`src/rtl/neuron_feeder.sv`:
```
// Buffers one activation vector and replays it once per neuron,
// pairing each beat with weight/threshold words from external sync RAMs.
module neuron_feeder #(
  parameter int PW          = 8,
  parameter int THRESH_W    = 16,
  parameter int IN_BITS     = 32,
  parameter int NUM_NEURONS = 3,
  localparam int BEATS   = IN_BITS / PW,
  localparam int WADDR_W = (NUM_NEURONS * BEATS > 1) ?
                           $clog2(NUM_NEURONS * BEATS) : 1,
  localparam int NADDR_W = (NUM_NEURONS > 1) ?
                           $clog2(NUM_NEURONS) : 1
) (
  input  logic                clk,
  input  logic                rst,
  input  logic                in_valid,
  output logic                in_ready,
  input  logic [PW-1:0]       in_data,
  output logic [WADDR_W-1:0]  w_addr,
  output logic                w_rd,
  input  logic [PW-1:0]       w_data,
  output logic [NADDR_W-1:0]  t_addr,
  input  logic [THRESH_W-1:0] t_data,
  output logic [PW-1:0]       x,
  output logic [PW-1:0]       w,
  output logic [THRESH_W-1:0] thresh,
  output logic                valid_in,
  output logic                last,
  output logic [NADDR_W-1:0]  neuron_idx,
  output logic                done
);

  if (IN_BITS % PW != 0) begin : g_bad_width
    $error("IN_BITS must be a multiple of PW");
  end

  localparam int BW = (BEATS > 1) ? $clog2(BEATS) : 1;
  localparam logic [BW-1:0]      B_MAX = BW'(BEATS - 1);
  localparam logic [NADDR_W-1:0] N_MAX = NADDR_W'(NUM_NEURONS - 1);

  typedef enum logic [1:0] {IDLE, LOAD, RUN, FLUSH} state_e;

  state_e               state_q, state_d;
  logic [BW-1:0]        b_q, b_d;
  logic [NADDR_W-1:0]   n_q, n_d;
  logic [WADDR_W-1:0]   wa_q, wa_d;
  logic [PW-1:0]        x_q, x_d;
  logic                 last_q, last_d;
  logic                 vld_q, vld_d;
  logic                 first_q, first_d;
  logic [NADDR_W-1:0]   nidx_q, nidx_d;
  logic [THRESH_W-1:0]  th_q, th_d;
  logic                 done_q, done_d;
  logic [PW-1:0]        mem_q [BEATS];
  logic                 accept;

  assign in_ready = (state_q == IDLE) || (state_q == LOAD);
  assign accept   = in_valid && in_ready;

  always_comb begin
    state_d = state_q;
    b_d     = b_q;
    n_d     = n_q;
    wa_d    = wa_q;
    x_d     = x_q;
    nidx_d  = nidx_q;
    vld_d   = 1'b0;
    last_d  = 1'b0;
    first_d = 1'b0;
    done_d  = (state_q == FLUSH);
    unique case (state_q)
      IDLE, LOAD: begin
        if (accept) begin
          if (b_q == B_MAX) begin
            state_d = RUN;
            b_d     = '0;
            n_d     = '0;
            wa_d    = '0;
          end else begin
            state_d = LOAD;
            b_d     = b_q + BW'(1);
          end
        end
      end
      RUN: begin
        vld_d   = 1'b1;
        x_d     = mem_q[b_q];
        last_d  = (b_q == B_MAX);
        first_d = (b_q == '0);
        nidx_d  = n_q;
        wa_d    = wa_q + WADDR_W'(1);
        if (b_q == B_MAX) begin
          b_d = '0;
          if (n_q == N_MAX) begin
            state_d = FLUSH;
            n_d     = '0;
            wa_d    = '0;
          end else begin
            n_d = n_q + NADDR_W'(1);
          end
        end else begin
          b_d = b_q + BW'(1);
        end
      end
      FLUSH: state_d = IDLE;
      default: state_d = IDLE;
    endcase
  end

  // Threshold word arrives with beat 0 of each neuron and is held after.
  assign th_d = (vld_q && first_q) ? t_data : th_q;

  always_ff @(posedge clk or posedge rst) begin
    if (rst) begin
      state_q <= IDLE;
      b_q     <= '0;
      n_q     <= '0;
      wa_q    <= '0;
      x_q     <= '0;
      last_q  <= 1'b0;
      vld_q   <= 1'b0;
      first_q <= 1'b0;
      nidx_q  <= '0;
      th_q    <= '0;
      done_q  <= 1'b0;
    end else begin
      state_q <= state_d;
      b_q     <= b_d;
      n_q     <= n_d;
      wa_q    <= wa_d;
      x_q     <= x_d;
      last_q  <= last_d;
      vld_q   <= vld_d;
      first_q <= first_d;
      nidx_q  <= nidx_d;
      th_q    <= th_d;
      done_q  <= done_d;
    end
  end

  always_ff @(posedge clk) begin
    if (accept) mem_q[b_q] <= in_data;
  end

  assign w_rd       = (state_q == RUN);
  assign w_addr     = wa_q;
  assign t_addr     = n_q;
  assign x          = x_q;
  assign w          = vld_q ? w_data : '0;
  assign thresh     = th_d;
  assign valid_in   = vld_q;
  assign last       = last_q;
  assign neuron_idx = nidx_q;
  assign done       = done_q;

endmodule

```
`config.mk`:
```
export PLATFORM = sky130hd
export DESIGN_NAME = neuron_feeder
export DESIGN_NICKNAME = d
export VERILOG_FILES = /design/src/rtl/neuron_feeder.sv
export SDC_FILE = /design/constraint.sdc
export NUM_CORES = 1
export LEC_CHECK = 0
export CAP_MARGIN = 10
export CORE_MARGIN = 1
export CORE_UTILIZATION = 40
export CTS_BUF_LIST = sky130_fd_sc_hd__clkbuf_16
export CTS_CLUSTER_DIAMETER = 40
export CTS_CLUSTER_SIZE = 8
export DETAILED_ROUTE_END_ITERATION = 6
export PLACE_DENSITY = 0.78
export SYNTH_ARGS = -nofsm -noshare
export SYNTH_HDL_FRONTEND = slang
export SYNTH_SLANG_ARGS = --single-unit
```
`constraint.sdc`:
```
create_clock -name clk -period 2.9 [get_ports clk]
set_input_delay 0.58 -clock clk [delete_from_list [all_inputs] [get_ports clk]]
set_output_delay 0.58 -clock clk [all_outputs]
set_load 0.05 [all_outputs]
```
==> results_dict.tcl <==
set metrics [dict create \
    post-route-period-util_pct 88.33 \
    clk_pin_slew_ps 60 \
    synth.top_cell.area_share_pct 34.93 \
    start_kind "register" \
    track_usage_pct 17.10 \
    cts_buffers 9 \
    die_area_mm2 0.007506 \
    numPlacedInstances 365 \
    critPathKind "register to output port" \
    switching_share_pct 35.57 \
    netlist_instances 192 \
    maxCapViolations 0 \
    synth.distinct_cells 32 \
    synth_top_family_by_area "multiplexers" \
    hold_class "register to register" \
    ctsLongestPathBuffers 2 \
    critPathArrivalTime_ps 1980 \
    cts_tree "done" \
    synth-xor-area-share_pct 0.3057 \
    hold_buffers 0 \
    clkPwrFrac_pct 29.2 \
    worstHoldStart "neuron_idx[1]" \
    hold_path_end "neuron_idx[1]" \
    fillers 565 \
    rsz0062_at_grt "no" \
    yosysTopAreaCell "dfrtp_1" \
    grt_pass1_wl_um 9425 \
    antenna_left 0 \
    synth_fa_ha_area_share_pct 2.183 \
    drt-pass1-iter-count 5 \
    synth_mux_area_share_pct 12.27 \
    htreeDepth 3 \
    combPwrFrac_pct 31.9 \
    rows 30 \
    synth_compound_gate_area_share_pct 5.677 \
    grt_max_degree 41 \
    slew_headroom_pct 64.54 \
    timing.rr.start "b_q[0]" \
    layout_min_cycle_time_ps 2562 \
    drive_above_1_share_pct 18.60 \
    worstPathMaxFanout 12 \
    die_w_um 86.64 \
    gp_congestion 0.7273 \
    fin_cells 381 \
    drv_slew 0 \
    p_sw_mw 1.324 \
    synth-seq-area-share_pct 68.47 \
    die_height_um 86.64 \
    viasPerCell 4.906 \
    r2r_cells 4 \
    grt_antenna_before_repair 0 \
    ys_warn_count 0 \
    vias 1869 \
    drc 0 \
    synth_edf_count 32 \
    ir_drop_mv 0.4859 \
    core_area_mm2 0.006869 \
    synthTopCellsByArea "dfrtp_1 35%, edfxtp_1 34%, mux2_2 6.7%" \
    worst_slew_pin_slew_ps 531.9 \
    ios 80 \
    endpoint_kind "output port" \
    routed_wl_um 5924 \
    final_nets 320 \
    rrSetupSlack_ps 1010 \
    final_area_mm2 0.004046 \
    p_leak_nw 1.692 \
    setup_viol 0 \
    cp.required_ps 2320 \
    synth_nets 232 \
    outcome "complete, no violations" \
    reg2reg_to "mem_q[2][0]" \
    powerDensity_mw_per_mm2 919.9 \
    grt_overflow 0 \
    yosys.area_share.simple_pct 9.127 \
    cts-root-buf "clkbuf_16" \
    synth-async-reset-ratio_pct 55.56 \
    seqPwrFrac_pct 38.9 \
    place_hpwl_um 3974 \
    syn_area_mm2 0.002865 \
    synth-main-ff-cell "dfrtp_1" \
    fin_skew_ps 4.477 \
    fin_setup_tns_ps 0 \
    finalPower_mw 3.722 \
    synth_seq_cells 72 \
    antennaDiodeCount 0 \
    fmax_ghz 0.3904 \
    cellInternalPower_mw 2.398 \
    placed_area_mm2 0.003737 \
    post_drt_wl_per_cell_um 15.55 \
    fin_util_pct 58.91 \
    holdPathStages 2 \
    drtIter0Drc 112 \
    finalHoldViolCount 0 \
    start_util_pct 41.71 \
    clk_latency_ps 330 \
    portBuffers 79 \
    syn_area_per_cell_um2 14.92 \
    area_delta_synth_final_pct 41.22 \
    cts_sinks 72 \
    grt_pass1_vias 1809 \
]
==> layer usage <==
| layer | track usage [%] | up-vias | share of wire (%) |
|---|---|---|---|
| met2 | 25.61 | 64 | 47 |
| met3 | 5.905 | 8 | 7.3 |
| li1 | - | 874 | - |
| met1 | 22.29 | 923 | 44 |
| met5 | 0 | - | 0 |
| met4 | 8.182 | 0 | 1.5 |
==> synthesized netlist by cell type, types with 2 or more instances <==
cell type	number
mux2_2	17
nand2_1	18
o21ai_1	3
nor2_1	2
a22o_1	2
buf_2	3
and2_1	15
inv_1	5
nand2_2	3
o221ai_1	8
dfrtp_1	40
ha_1	5
edfxtp_1	32
mux2i_1	16
a21oi_1	2
o21ai_0	5
==> worst max path at each step <==
| stage | from | endpoint | slack [ps] |
|---|---|---|---|
| detailed placement | t_data[11] | thresh[11] | 320 |
| global placement | t_data[4] | thresh[4] | 350 |
| CTS | valid_in | thresh[11] | 60 |
| finish | state_q[0] | w_rd | 340 |
| floorplan | valid_in | thresh[10] | 790 |
| global route | state_q[0] | w_rd | 260 |
==> power by group through the flow <==
stage / Clock (mW) / Sequential [mW] / Combinational, mW
floorplan: 0 / 1.73 / 0.516
global route: 1.16 / 1.48 / 1.28
CTS: 1.10 / 1.45 / 1.20
detailed placement: 0 / 1.46 / 1.20
global placement: 0 / 1.46 / 1.17
finish: 1.09 / 1.45 / 1.19
==> area by class of cell <==
type / count / area [µm²] / area share [%]
clock buffers: 9 / 225.2 / 5.566
inverters: 6 / 22.52 / 0.5566
well taps: 96 / 120.1 / 2.968
multi-input cells: 109 / 847.1 / 20.93
clock inverters: 7 / 71.32 / 1.763
repair buffers: 82 / 798.3 / 19.73
flip-flops and latches: 72 / 1962 / 48.48
==> cells in the final DEF, fill, tap and decap left out, types with 3 or more instances in the layout <==
cell type        netlist  layout
o221ai_1               8       8
nand2_1               18      18
clkdlybuf4s50_1        0      63
and2_1                15      15
mux2_2                17      17
mux2i_1               16      16
dlymetal6s2s_1         0       5
clkbuf_16              0       9
o21ai_1                3       3
nand2_2                3       3
o21ai_0                5       5
edfxtp_1              32      32
buf_4                  1      14
inv_1                  5       5
ha_1                   5       5
dfrtp_1               40      40
==> critical path, stage by stage, from the launching register on <==
cell             delay (ps)
dfrtp_1                 430
nand2b_2                210
inv_2                   180
clkdlybuf4s50_1         840
==> what timing repair did <==
item / in CTS / in global routing
setup endpoints to repair: 0 / 5
setup buffers: 0 / 0
hold endpoints to repair: 0 / 0
gates resized for setup: 0 / 5
==> kinds of logic (layout without fill, tap and decap cells) <==
group | after synthesis | in the layout
DFF | 72 | 72
and+or+nand+nor | 47 | 47
muxes | 33 | 33
AOI/OAI and AO/OA | 23 | 23
buffers and inverters | 11 | 104
adders and majority gates | 5 | 5
xor gates and xnor gates | 1 | 1
==> per-stage QoR <==
step	setup slack [ps]	hold slack (ps)
floorplan	791.2	517.7
global placement	353.1	459.0
detailed placement	324.1	462.8
CTS	63.90	477.0
global route	261.8	489.9
finish	338.3	470.3
==> flip-flops by register name, summed over array words and instances (netlist names) <==
| signal | flops |
|---|---|
| first_q | 1 |
| last | 1 |
| state_q | 2 |
| mem_q | 32 |
| b_q | 2 |
| t_addr | 2 |
| valid_in | 1 |
| w_addr | 4 |
| done | 1 |
| th_q | 16 |
| x | 8 |
| neuron_idx | 2 |
Power figures use the tool's default switching activity.
